<file path="src/rtl/mira_pkg.sv">
// Shared types and defaults for the cursor-movement controller.
package mira_pkg;

  typedef enum logic [1:0] {
    IDLE   = 2'd0,
    FIRST  = 2'd1,
    DELAY  = 2'd2,
    REPEAT = 2'd3
  } mira_state_e;

  localparam int DEF_DEBOUNCE_CYCLES = 250000;
  localparam int DEF_REPEAT_DELAY    = 15;
  localparam int DEF_REPEAT_RATE     = 4;

  // Frame counter increments but sticks at all-ones instead of wrapping.
  function automatic logic [7:0] sat_inc8(input logic [7:0] v);
    return (v == 8'hFF) ? v : v + 8'd1;
  endfunction

endpackage

</file>
<file path="src/rtl/mira_ctrl_btn_debounce.sv">
// Two-flop synchronizer followed by a stable-level debouncer for one button.
module btn_debounce #(
  parameter int DEBOUNCE_CYCLES = 250000
) (
  input  logic clk,
  input  logic rst,
  input  logic btn_i,
  output logic deb_o
);

  localparam int CW = (DEBOUNCE_CYCLES > 1) ? $clog2(DEBOUNCE_CYCLES) : 1;
  localparam logic [CW-1:0] CNT_LAST = CW'(DEBOUNCE_CYCLES - 1);

  logic          sync1_q, sync2_q;
  logic          deb_q, deb_d;
  logic [CW-1:0] cnt_q, cnt_d;

  // Count consecutive cycles where the synchronized input disagrees with the
  // accepted level; any agreement restarts the count.
  always_comb begin
    deb_d = deb_q;
    cnt_d = '0;
    if (sync2_q != deb_q) begin
      if (cnt_q == CNT_LAST) begin
        deb_d = sync2_q;
      end else begin
        cnt_d = cnt_q + CW'(1);
      end
    end
  end

  // Synchronizer, counter and accepted level.
  always_ff @(posedge clk or posedge rst) begin
    if (rst) begin
      sync1_q <= 1'b0;
      sync2_q <= 1'b0;
      cnt_q   <= '0;
      deb_q   <= 1'b0;
    end else begin
      sync1_q <= btn_i;
      sync2_q <= sync1_q;
      cnt_q   <= cnt_d;
      deb_q   <= deb_d;
    end
  end

  assign deb_o = deb_q;

endmodule

</file>
<file path="src/rtl/mira_ctrl.sv">
// Cursor controller: debounced buttons drive a first-step / delay / auto-repeat
// FSM paced by frame ticks, emitting one-cycle step pulses with direction.
module mira_ctrl
  import mira_pkg::*;
#(
  parameter int DEBOUNCE_CYCLES = DEF_DEBOUNCE_CYCLES,
  parameter int REPEAT_DELAY    = DEF_REPEAT_DELAY,
  parameter int REPEAT_RATE     = DEF_REPEAT_RATE
) (
  input  logic clk,
  input  logic rst,
  input  logic btn_up,
  input  logic btn_down,
  input  logic btn_left,
  input  logic btn_right,
  input  logic frame_tick,
  output logic step_x,
  output logic step_y,
  output logic dir_left,
  output logic dir_down,
  output logic active
);

  localparam logic [7:0] DELAY_LAST = 8'(REPEAT_DELAY - 1);
  localparam logic [7:0] RATE_LAST  = 8'(REPEAT_RATE - 1);

  // Button index: 0 up, 1 down, 2 left, 3 right.
  logic [3:0] btn_raw, deb;
  assign btn_raw = {btn_right, btn_left, btn_down, btn_up};

  for (genvar i = 0; i < 4; i++) begin : g_btn
    btn_debounce #(.DEBOUNCE_CYCLES(DEBOUNCE_CYCLES)) u_deb (
      .clk   (clk),
      .rst   (rst),
      .btn_i (btn_raw[i]),
      .deb_o (deb[i])
    );
  end

  logic x_act, y_act, any_act;
  assign x_act   = deb[2] ^ deb[3];
  assign y_act   = deb[0] ^ deb[1];
  assign any_act = x_act | y_act;

  mira_state_e state_q, state_d;
  logic [7:0]  fcnt_q, fcnt_d;
  logic        step_x_q, step_x_d, step_y_q, step_y_d;
  logic        dir_left_q, dir_left_d, dir_down_q, dir_down_d;
  logic        issue;

  // Next-state, frame counter and step issue; release beats a coincident tick.
  always_comb begin
    state_d = state_q;
    fcnt_d  = fcnt_q;
    issue   = 1'b0;
    if (state_q != IDLE && !any_act) begin
      state_d = IDLE;
      fcnt_d  = '0;
    end else begin
      case (state_q)
        IDLE:   if (any_act) state_d = FIRST;
        FIRST:  if (frame_tick) begin
                  issue   = 1'b1;
                  fcnt_d  = '0;
                  state_d = DELAY;
                end
        DELAY:  if (frame_tick) begin
                  if (fcnt_q == DELAY_LAST) begin
                    issue   = 1'b1;
                    fcnt_d  = '0;
                    state_d = REPEAT;
                  end else begin
                    fcnt_d = sat_inc8(fcnt_q);
                  end
                end
        REPEAT: if (frame_tick) begin
                  if (fcnt_q == RATE_LAST) begin
                    issue  = 1'b1;
                    fcnt_d = '0;
                  end else begin
                    fcnt_d = sat_inc8(fcnt_q);
                  end
                end
        default: state_d = IDLE;
      endcase
    end
    step_x_d   = issue & x_act;
    step_y_d   = issue & y_act;
    dir_left_d = issue ? deb[2] : dir_left_q;
    dir_down_d = issue ? deb[1] : dir_down_q;
  end

  // FSM state, counter and registered outputs.
  always_ff @(posedge clk or posedge rst) begin
    if (rst) begin
      state_q    <= IDLE;
      fcnt_q     <= '0;
      step_x_q   <= 1'b0;
      step_y_q   <= 1'b0;
      dir_left_q <= 1'b0;
      dir_down_q <= 1'b0;
    end else begin
      state_q    <= state_d;
      fcnt_q     <= fcnt_d;
      step_x_q   <= step_x_d;
      step_y_q   <= step_y_d;
      dir_left_q <= dir_left_d;
      dir_down_q <= dir_down_d;
    end
  end

  assign step_x   = step_x_q;
  assign step_y   = step_y_q;
  assign dir_left = dir_left_q;
  assign dir_down = dir_down_q;
  assign active   = (state_q != IDLE);

endmodule

</file>
<file path="config.mk">
export PLATFORM = sky130hd
export DESIGN_NAME = mira_ctrl
export DESIGN_NICKNAME = d
export VERILOG_FILES = /design/src/rtl/mira_pkg.sv /design/src/rtl/mira_ctrl_btn_debounce.sv /design/src/rtl/mira_ctrl.sv
export SDC_FILE = /design/constraint.sdc
export NUM_CORES = 1
export LEC_CHECK = 0
export CAP_MARGIN = 20
export CORE_ASPECT_RATIO = 0.8
export CORE_MARGIN = 2
export CORE_UTILIZATION = 40
export CTS_BUF_LIST = sky130_fd_sc_hd__clkbuf_8
export DETAILED_ROUTE_END_ITERATION = 8
export GPL_ROUTABILITY_DRIVEN = 1
export GPL_TIMING_DRIVEN = 0
export PLACE_DENSITY = 0.6
export SYNTH_ARGS = -nofsm -noshare
export SYNTH_HDL_FRONTEND = slang
export SYNTH_SLANG_ARGS = --single-unit
</file>
<file path="constraint.sdc">
create_clock -name clk -period 3.8 [get_ports clk]
set_clock_uncertainty 0.05 [all_clocks]
set_input_delay 0.76 -clock clk [delete_from_list [all_inputs] [get_ports clk]]
set_output_delay 0.76 -clock clk [all_outputs]
set_load 0.03 [all_outputs]
</file>
== After elaboration in Yosys (flattened, before gate mapping) ==
Cells that the tools add are included.
Widths: inputs -> output; s select.

* Register bits after elaboration: 98
* Bits in latches: 0
* Memory bits (writable): 0
* ROM bits: 0
* Input port bits: 7
* Output and inout port bits: 5
* Logic and storage cells: 92
* Memories kept: 0

* Add/sub/neg operators: 5
* Multiply operators: 0
* Divide/modulo/power cells: 0
* Order comparisons: 0
* Equality and inequality tests: 19
* Shifts and indexed selects: 0
* Multiplexer cells: 29
* Bitwise operators: 5
* Reduce and logical (&&, ||, !) cells: 12

{| class="wikitable"
|+ Operators with widths
! kind !! number
|-
| $mux 18 || 8
|-
| $add 18x1->18 const B || 4
|-
| $eq 18x18->1 const B || 4
|-
| $mux 8 || 7
|-
| $pmux 8 s3 || 1
|-
| $ne 3x3->1 const B || 5
|-
| $mux 2 || 5
|-
| $add 8x1->8 const B || 1
|-
| $eq 8x2->1 const B || 1
|-
| $eq 8x4->1 const B || 1
|-
| $eq 8x8->1 const B || 1
|-
| $reduce_and 2->1 || 4
|-
| $reduce_bool 4->1 || 2
|-
| $mux 1 || 6
|-
| $pmux 2 s3 || 1
|-
| $reduce_and 5->1 || 1
|-
| $eq 2x2->1 const B || 2
|-
| $ne 1x1->1 || 4
|-
| $reduce_and 4->1 || 1
|-
| $pmux 1 s3 || 1
|-
| $and 1x1->1 || 2
|-
| $eq 2x1->1 const B || 1
|-
| $logic_not 2->1 || 1
|-
| $reduce_bool 2->1 || 1
|-
| 4 further kinds || 5
|}

== Depth between registers and ports, before layout ==
* Depth after elaboration: 6
* Gate-level depth with buffers: 8
* Mapped depth without buffers: 7

== Cells and area by module ==
Synthesis repeated with hierarchy kept, for this count alone.

* Cell total of the unflattened synthesis: 479
* Area total of the unflattened synthesis: 4954.8 sq um

{| class="wikitable"
|+ Modules (own cells, without submodules)
! module !! times used !! cells an instance !! area each (sq um) !! seq. area each (sq um)
|-
| btn_debounce || 4 || 95 || 1012.2 || 525.5
|-
| mira_ctrl || 1 || 99 || 905.9 || 350.3
|}

== Worst setup path before layout ==
OpenSTA, ideal clock, no wires.

* Path type: register -> register
* From: reg state_q[1]
* To: reg fcnt_q[6]
* Setup time: 0.119 ns
* Arrival time: 1.647 ns
* Data required time: 3.631 ns
* Path slack: 1.984 ns
* Cell stages (with the launch flop): 9
* Path buffers: 1
* Clock period less this slack: 1.816 ns
* Cell sequence: dfrtp_1 > inv_1 > ha_1 > inv_1 > and3_4 > a2bb2oi_4 > buf_6 > o21ai_0 > o21a_1

* Cells in the longest elaborated chain, start to end: 4
* Elaborated cells on any way between the ends: 12
* Those cells by class: 6 x eq/ne; 2 x mux; 4 x reduce/logical

{| class="wikitable"
|+ RTL lines
! what !! RTL line !! text
|-
| start, declared || mira_ctrl.sv:45 || <nowiki>mira_state_e state_q, state_d;</nowiki>
|-
| start signal, assigned || mira_ctrl.sv:103 || <nowiki>state_q <= state_d;</nowiki>
|-
| $reduce_bool 2->1 * || -- ||
|-
| net active || mira_ctrl.sv:21 || <nowiki>output logic active</nowiki>
|-
| $logic_and 1x1->1 * || mira_ctrl.sv:56 || <nowiki>if (state_q != IDLE && !any_act) begin</nowiki>
|-
| $ne 3x3->1 (no source line) / $reduce_bool 4->1 (equally long branches) || -- ||
|-
| $reduce_and 4->1 (no source line) || -- ||
|-
| end signal, assigned || mira_ctrl.sv:104 || <nowiki>fcnt_q <= fcnt_d;</nowiki>
|-
| end, declared || mira_ctrl.sv:46 || <nowiki>logic [7:0] fcnt_q, fcnt_d;</nowiki>
|}

The timed path passes the listed nets; every way through them passes the cells marked *.
A chain may end at the register's enable or synchronous reset.

== Worst setup path in the final report ==
* From: reg state_q[1]
* To: out active

* Cells in the longest elaborated chain, start to end: 1

{| class="wikitable"
|+ RTL lines
! what !! RTL line !! text
|-
| $reduce_bool 2->1 || mira_ctrl.sv:116 || <nowiki>assign active = (state_q != IDLE);</nowiki>
|-
| end, declared || mira_ctrl.sv:21 ||
|}

No other way between the ends.

==> impl_metrics.csv <==
group,metric,value,unit
outcome,status,"completed",
layout,multi_input_area,2210,sq um
placed_design,dp_hpwl,6.10,mm
clock_tree,clkTransAtPathRegs,0.09,ns
layout,fillers,1088,
routing,ant_nets,0,
routing,wire_per_inst,13.5,um
synth,netlist_area,4820,sq um
timing,tns,0,ns
synth,ys_ff_latch,98,
layout,final_area,5370,sq um
grt,antenna_found_initial,0,
routing,drt-pass1-iter-count,4,
floorplan,dieHeight,102,um
grt,grt_usage,0.144,
synth,synthDistinctLibCells,52,
placed_design,gp_routability_congestion,0.755,
setup_path,slowest_stage,"clkdlybuf4s50_1",
clock_tree,post_cts_buffers,0,
setup_path,required,2.99,ns
grt,gr-total-overflow,0,
routing,wl,8.70,mm
layout,num_antenna_cells,0,
routing,vias,3247,
synth,synth_flop_cell,"dfrtp_1",
power,ir_worst_vdd,0.000136,V
layout,seq_area,2450,sq um
routing,viasPerCell,5.03,
grt,grt_pass1_vias,3101,
synth,syn_nets,486,
clock_tree,post_cts_resized,0,
setup_path,crit_top_cell,"inv_1",
floorplan,start_util,0.414,
timing,fin_crit_sh,0.717,
setup_path,startpoint_type,"flop",
clock_tree,clock-root-buffer,"clkbuf_8",
worst_hold_path,hold_depth,0,
timing,tightest_slew,0.648,ns
placed_design,dpl_cell_area,5140,sq um
synth,ys_warn_count,0,
timing,final.min_clock_period,2.73,ns
floorplan,fp.dieW,127,um
run,max_cap_violations,0,
floorplan,core_area,11600,sq um
timing,fmax,0.367,GHz
placed_design,io_buffers,11,
synth,async_flop_share,1.00,
timing,drv_slew,0,
clock_tree,cts_tree,"done",
floorplan,rows,35,
setup_path,cp_max_fo,5,
grt,grt_pass1_wl,14.9,mm
clock_tree,cts_max_level,3,
grt,grt_start_max_net_pins,51,
layout,area_growth,11.5,%
clock_tree,clock-sinks,98,
timing,hold_viol,0,
setup_path,cp-end-kind,"primary output",
synth,syn_inst,469,
floorplan,ios,12,
floorplan,fp.dieArea,12900,sq um
setup_path,max_stage_delay,0.67,ns
synth,synth-edff-count,0,
setup_path,ff2ff_path_depth,7,
clock_tree,cts-hold-fix-buffers,0,
timing,slew_headroom,0.568,
power,power_density,353,nW/um^2
layout,finalNetCount,509,
setup_path,cp.arrival,1.92,ns
synth,synth_area_per_cell,10.3,sq um
clock_tree,clk_latency,0.37,ns
worst_hold_path,hp-class,"reg2reg",
timing,setup_viol,0,
routing,drc_errors,0,
timing,rsz0062_at_grt,"no",
routing,drt_iter0_markers,173,
layout,drive_above_1_share,0.0986,
power,total_leakage_power,2.28,nW
clock_tree,numCtsBuffers,9,
synth,yosysSeqAreaShare,0.509,
clock_tree,cts.path.max_buffers,2,
setup_path,path_class,"reg2out",
setup_path,crit_chain,"inv_1 > ha_1 > inv_1 > clkdlybuf4s50_1",
## kinds of logic (layout without fill, tap and decap cells)
logic type | count (synthesis) | after routing | share of synthesized area
multiplexers | 8 | 8 | 0.0182
adder cells (fa/ha/maj) | 10 | 10 | 0.0260
AND/OR/NAND/NOR | 221 | 221 | 0.238
XOR/XNOR | 70 | 70 | 0.127
AO/OA/AOI/OAI | 32 | 32 | 0.0506
buffers and inverters | 30 | 58 | 0.0312
flip-flops | 98 | 98 | 0.509
## worst max-delay path, delay by kind of cell (launching register included)
kind / cells / cell delay (ns)
adder cells (fa/ha/maj): 1 / 0.23
buffers and inverters: 3 / 0.88
flip-flops: 1 / 0.44
## registers in the layout, indices dropped and copies added, names as in the netlist, 2 cells and up
register and cells:
g_btn.u_deb.sync2_q 4, g_btn.u_deb.cnt_q 72, g_btn.u_deb.sync1_q 4, state_q 2
g_btn.u_deb.deb_o 4, fcnt_q 8
## through the flow
| step | utilization | worst slack, ns | hold WS (ns) | total power, W | std cells |
|---|---|---|---|---|---|
| detailed placement | 0.441 | 1.48 | 0.293 | 0.00116 | 629 |
| global route | 0.461 | 0.966 | 0.326 | 0.00198 | 645 |
| finish | 0.461 | 1.07 | 0.312 | 0.00190 | 645 |
| global placement | 0.439 | -1.04 | 0.284 | 0.00115 | 628 |
| CTS | 0.461 | 1.04 | 0.317 | 0.00193 | 645 |
| floorplan | - | 0.428 | 0.281 | 0.00113 | 469 |
## final cells by class
cell class              count  share of cell area
flip-flops and latches     98               0.457
multi-input cells         341               0.412
well taps                 148              0.0345
clock buffers              10              0.0256
repair buffers             12              0.0256
clock inverters             6              0.0168
plain buffers              11              0.0147
inverters                  19              0.0137
## where the power goes
| part | leakage (nW) | switching, W | internal (W) | total [W] |
|---|---|---|---|---|
| Sequential | 1.34 | 0.0000117 | 0.00106 | 0.00107 |
| Clock | 0.112 | 0.000372 | 0.000390 | 0.000762 |
| Combinational | 0.828 | 0.0000433 | 0.0000246 | 0.0000679 |
## synthesized netlist by cell type, types with 3 or more instances
master / instances / area [sq um]
a21oi_1: 9 / 45.0
and3_1: 6 / 37.5
and4_1: 7 / 61.3
buf_2: 6 / 30.0
buf_6: 3 / 33.8
dfrtp_1: 98 / 2450
ha_1: 10 / 125
inv_1: 19 / 71.3
mux2_2: 4 / 45.0
nand2_1: 31 / 116
nand3_1: 23 / 115
nand4_1: 12 / 75.1
nor2_1: 93 / 349
nor2b_1: 5 / 31.3
nor3_1: 11 / 55.1
nor4_1: 5 / 31.3
nor4_2: 4 / 50.1
o21a_1: 3 / 22.5
o21ai_0: 3 / 15.0
or2_1: 4 / 25.0
xnor2_1: 35 / 307
xor2_1: 35 / 307
## layout by cell type (no fill, tap or decap), types with 7 or more instances in the layout
| cell type | synthesis | final |
|---|---|---|
| dfrtp_1 | 98 | 98 |
| nor2_1 | 93 | 93 |
| xor2_1 | 35 | 35 |
| xnor2_1 | 35 | 35 |
| nand2_1 | 31 | 31 |
| nand3_1 | 23 | 23 |
| inv_1 | 19 | 18 |
| nand4_1 | 12 | 12 |
| nor3_1 | 11 | 11 |
| clkdlybuf4s50_1 | 0 | 11 |
| ha_1 | 10 | 10 |
| clkbuf_8 | 0 | 10 |
| a21oi_1 | 9 | 9 |
| and4_1 | 7 | 7 |
## routing by layer
metal	GRT usage	wire length [um]	part of all wire
met5	0	0	0
met1	0.195	4400	0.51
met4	0.0516	132	0.015
met2	0.230	3890	0.45
met3	0.0366	266	0.031
## path summary, 6_finish.rpt
kind	startpoint	end	slack [ns]
min in group asynchronous	rst	g_btn[3].u_deb.sync2_q	0.78
worst min register to register	g_btn[0].u_deb.sync1_q	g_btn[0].u_deb.sync2_q	0.31
worst max register to register	state_q[0]	dir_down	1.72
max in group asynchronous	rst	g_btn[0].u_deb.cnt_q[16]	2.25
worst max-delay path	state_q[1]	active	1.07
worst min-delay path	g_btn[0].u_deb.sync1_q	g_btn[0].u_deb.sync2_q	0.31
No activity file was read; power rests on OpenSTA's default activity.
==> patch 1 (same settings) <==
Register the output `active`, with the module's reset; this adds one clock of latency there. The other outputs are not delayed to match.
--- a/src/rtl/mira_ctrl.sv
+++ b/src/rtl/mira_ctrl.sv
@@ -113,7 +113,13 @@
   assign step_y   = step_y_q;
   assign dir_left = dir_left_q;
   assign dir_down = dir_down_q;
-  assign active   = (state_q != IDLE);
+  always_ff @(posedge clk or posedge rst) begin
+    if (rst) begin
+      active <= '0;
+    end else begin
+      active <= (state_q != IDLE);
+    end
+  end
 
 endmodule
 
Behaviour: no difference found for any inputs over 10 cycles, from zero or initial values and one cycle with rst high; that may be too few to reach the edited logic, so the function may still have changed.
==> patch 1 against the unedited design <==
  * Maximum frequency up 22%
  * Routed wire length down 4.2%
  * Synthesized area up 1.9%
  * Critical path type unchanged
  * Register-to-register slack better by 0.02 ns
  * Cell count up 1.9%
  * Largest cell class unchanged
  * Via count up 0.28%
  * Sequential cell count up 1
  * Design area up 0.96%
  * Power down 5.5%
  * Synthesized cell count up 1.9%
  * Worst setup slack better by 0.49 ns
==> patch 1: results <==
<?xml version="1.0" encoding="UTF-8"?>
<metrics>
  <group name="run_status">
    <metric name="status" unit="">complete, no violations</metric>
  </group>
  <group name="grt">
    <metric name="global_route.usage.total" unit="">0.143</metric>
    <metric name="met2_usage" unit="">0.237</metric>
    <metric name="grtUsageMet3" unit="">0.0394</metric>
    <metric name="grt.met1_usage" unit="">0.187</metric>
    <metric name="largest_net_degree_at_the_start_of_global_routing" unit="">54</metric>
  </group>
  <group name="synthesis">
    <metric name="synth.yosys.seq_area_share" unit="">0.505</metric>
    <metric name="synth.cells.most_frequent" unit="">99 x dfrtp_1, 97 x nor2_1, 38 x xnor2_1</metric>
    <metric name="netlist_top_cells_area" unit="">dfrtp_1 50%, nor2_1 7.4%, xnor2_1 6.8%</metric>
    <metric name="synth.distinct_cells" unit="">49</metric>
    <metric name="netlist_instances" unit="">478</metric>
    <metric name="synthesized_net_count" unit="">495</metric>
  </group>
  <group name="worst_setup_path">
    <metric name="regToRegStartpoint" unit="">fcnt_q[1]$_DFFE_PP0P_</metric>
    <metric name="worst-r2r-cell-count" unit="">6</metric>
    <metric name="worst_flop_to_flop_path_endpoint" unit="">dir_left$_DFFE_PP0P_</metric>
    <metric name="crit_end" unit="">dir_left</metric>
    <metric name="ff2ff_setup_slack" unit="ns">1.74</metric>
    <metric name="critical-path-slowest-cell" unit="">clkdlybuf4s50_1</metric>
    <metric name="worstPathMaxFanout" unit="">2</metric>
    <metric name="timing.critical_path.slowest_cell_delay" unit="ns">0.69</metric>
    <metric name="worstSetupStartpoint" unit="">dir_left$_DFFE_PP0P_</metric>
    <metric name="cp.arrival" unit="ns">1.43</metric>
  </group>
  <group name="routing">
    <metric name="drt_pass1_iterations" unit="">4</metric>
    <metric name="detail_route.vias_per_cell" unit="">4.96</metric>
    <metric name="route.layer.met1.wl" unit="um">4170</metric>
    <metric name="totalWireLength" unit="um">8340</metric>
    <metric name="met3RoutedLength" unit="um">264</metric>
    <metric name="detailroute.wirelength.met2" unit="um">3800</metric>
  </group>
  <group name="placement">
    <metric name="dp.cells" unit="">642</metric>
    <metric name="dpl_cell_area" unit="mm2">0.00524</metric>
    <metric name="place.detailed.hpwl" unit="um">5870</metric>
    <metric name="gp_congestion" unit="">0.818</metric>
    <metric name="preCtsSetupSlack" unit="ns">1.52</metric>
  </group>
  <group name="sta">
    <metric name="worst-slew-pin-transition" unit="ns">0.599</metric>
    <metric name="hold-worst-slack" unit="ns">0.309</metric>
  </group>
  <group name="power">
    <metric name="leakage" unit="nW">2.34</metric>
    <metric name="max-vdd-ir-drop" unit="mV">0.267</metric>
  </group>
  <group name="finish">
    <metric name="final_layout_size_suffix_gt1_frac" unit="">0.107</metric>
  </group>
  <group name="hold_path">
    <metric name="min-delay-start" unit="">g_btn[1].u_deb.sync1_q$_DFF_PP0_</metric>
    <metric name="worst_hold_path.endpoint" unit="">g_btn[1].u_deb.sync2_q$_DFF_PP0_</metric>
  </group>
</metrics>
==> patch 1: cell families (layout without fill, tap and decap cells) <==
family	after synthesis	count (layout)	synth area share
buffers and inverters	35	62	0.0349
XOR/XNOR	70	70	0.128
AO/OA/AOI/OAI	33	33	0.0454
multiplexers	8	8	0.0178
flip-flops	99	99	0.505
AND/OR/NAND/NOR	223	223	0.244
adder cells (fa/ha/maj)	10	10	0.0255
==> patch 1: layout make-up <==
cell class / instances / area [um2]
plain buffers: 11 / 81.3
clock buffers: 9 / 124
clock inverters: 6 / 58.8
fillers: 1126 / 6650
inverters: 24 / 92.6
multi-input cells: 344 / 2260
flip-flops and latches: 99 / 2480
well taps: 152 / 190
repair buffers: 12 / 138
==> patch 1: where the power goes <==
part           switching (mW)  total [mW]  leakage, nW  internal (mW)
sequential             0.0114        1.08         1.35           1.07
combinational          0.0429      0.0677        0.886         0.0249
clock                   0.350       0.647       0.0981          0.298
==> patch 2 (same flow settings) <==
Without the edit above. `DEF_DEBOUNCE_CYCLES`: 250000 -> 1000000.
--- a/src/rtl/mira_pkg.sv
+++ b/src/rtl/mira_pkg.sv
@@ -8,7 +8,7 @@
     REPEAT = 2'd3
   } mira_state_e;
 
-  localparam int DEF_DEBOUNCE_CYCLES = 250000;
+  localparam int DEF_DEBOUNCE_CYCLES = 1000000;
   localparam int DEF_REPEAT_DELAY    = 15;
   localparam int DEF_REPEAT_RATE     = 4;
 
Behaviour: same outputs for any inputs over 10 cycles, from zero or initial values and one cycle with rst high; that may be too few to reach the edited logic, so the function may still have changed.
==> patch 2 against the unedited design <==
  * Core utilization decreased by 0.96 points
  * Power rose by 6.9%
  * Non-clock buffer count shrank 1
  * Synthesized area is 7.1% higher
  * Register-to-register slack worse by 0.36 ns
  * Worst setup slack got worse by 0.12 ns
  * Routed wire length increased by 9.6%
  * Sequential cell count increased by 8
  * Design area increased by 7.0%
  * Largest power group unchanged
  * Highest routed layer unchanged
==> patch 2: results <==
<?xml version="1.0" encoding="UTF-8"?>
<metrics>
  <group name="routing">
    <metric name="route.layer.met1.wl" unit="um">4870</metric>
    <metric name="routed_wire_length_per_instance" unit="um">13.3</metric>
    <metric name="drt_pass1_iterations" unit="">5</metric>
    <metric name="detail_route.vias_per_cell" unit="">5.08</metric>
  </group>
  <group name="finish">
    <metric name="post_layout_nonfiller_instances" unit="">719</metric>
    <metric name="nNetsFinal" unit="">556</metric>
    <metric name="largestRegisters" unit="">g_btn.u_deb.cnt_q x80, fcnt_q x8</metric>
    <metric name="final_layout_size_suffix_gt1_frac" unit="">0.0901</metric>
  </group>
  <group name="sta">
    <metric name="worst-slew-pin-transition" unit="ns">0.810</metric>
  </group>
  <group name="synthesis">
    <metric name="synth.distinct_cells" unit="">46</metric>
    <metric name="synth-xor-area-share" unit="">0.132</metric>
    <metric name="netlist_top_cells_area" unit="">dfrtp_1 51%, nor2_1 7.7%, xnor2_1 6.8%</metric>
    <metric name="synthAdderAreaFrac" unit="">0.0243</metric>
    <metric name="synth_compound_area_frac" unit="">0.0456</metric>
    <metric name="synth.cells.most_frequent" unit="">106 x dfrtp_1, 106 x nor2_1, 40 x xnor2_1</metric>
    <metric name="synth.yosys.seq_area_share" unit="">0.514</metric>
    <metric name="synth.area.mux_share" unit="">0.0150</metric>
  </group>
  <group name="power">
    <metric name="max-vdd-ir-drop" unit="mV">0.232</metric>
    <metric name="comb_cell_power" unit="mW">0.0716</metric>
    <metric name="power_report.internal_total" unit="mW">1.55</metric>
  </group>
  <group name="placement">
    <metric name="place.detailed.hpwl" unit="um">6610</metric>
    <metric name="gp_congestion" unit="">0.806</metric>
    <metric name="dp.cells" unit="">703</metric>
    <metric name="preCtsSetupSlack" unit="ns">1.07</metric>
  </group>
  <group name="grt">
    <metric name="grt_pass1_vias" unit="">3570</metric>
    <metric name="grt_first_pass_wirelength" unit="um">16800</metric>
    <metric name="largest_net_degree_at_the_start_of_global_routing" unit="">56</metric>
  </group>
  <group name="worst_setup_path">
    <metric name="worstPathMaxFanout" unit="">9</metric>
  </group>
  <group name="run_status">
    <metric name="status" unit="">complete, no violations</metric>
  </group>
</metrics>
==> patch 2: changes by cell type after synthesis, sizes merged, moves of 4 or more <==
cell / delta
o21ai: +5
nor2b: -5
and3: +6
dfrtp: +8
nand2: +4
nand4: +8
xnor2: +5
nand3: +12
nor2: +13
==> patch 2: routing by layer <==
metal,track usage,vias to the layer above
met5,0,-
met3,0.0355,6
li1,-,1795
met2,0.236,45
met4,0.0395,0
met1,0.209,1810
==> patch 2: area by class of cell <==
class / instances / area (um2)
repair buffers: 12 / 138
clock inverters: 7 / 105
inverters: 18 / 70.1
clock buffers: 9 / 124
well taps: 175 / 219
fillers: 1221 / 6980
flip-flops and latches: 106 / 2650
multi-input cells: 382 / 2370
plain buffers: 10 / 66.3
==> patch 2: logic make-up after synthesis <==
logic type               Yosys count
XOR/XNOR                          78
flip-flops                       106
AND/OR/NAND/NOR                  256
multiplexers                       7
AO/OA/AOI/OAI                     31
adder cells (fa/ha/maj)           10
buffers and inverters             28
==> patch 2: worst paths after layout <==
path | end | slack, ns | cells after the start
worst max-delay path | active | 0.96 | 4
worst min-delay path | g_btn[0].u_deb.sync2_q$_DFF_PP0_ | 0.30 | 0
worst max register to register | fcnt_q[5]$_DFFE_PP0P_ | 1.36 | 8
max in group asynchronous | state_q[0]$_DFFE_PP0P_ | 2.23 | 3
worst min register to register | g_btn[0].u_deb.sync2_q$_DFF_PP0_ | 0.30 | 0
min in group asynchronous | g_btn[1].u_deb.cnt_q[16]$_DFF_PP0_ | 0.76 | 2
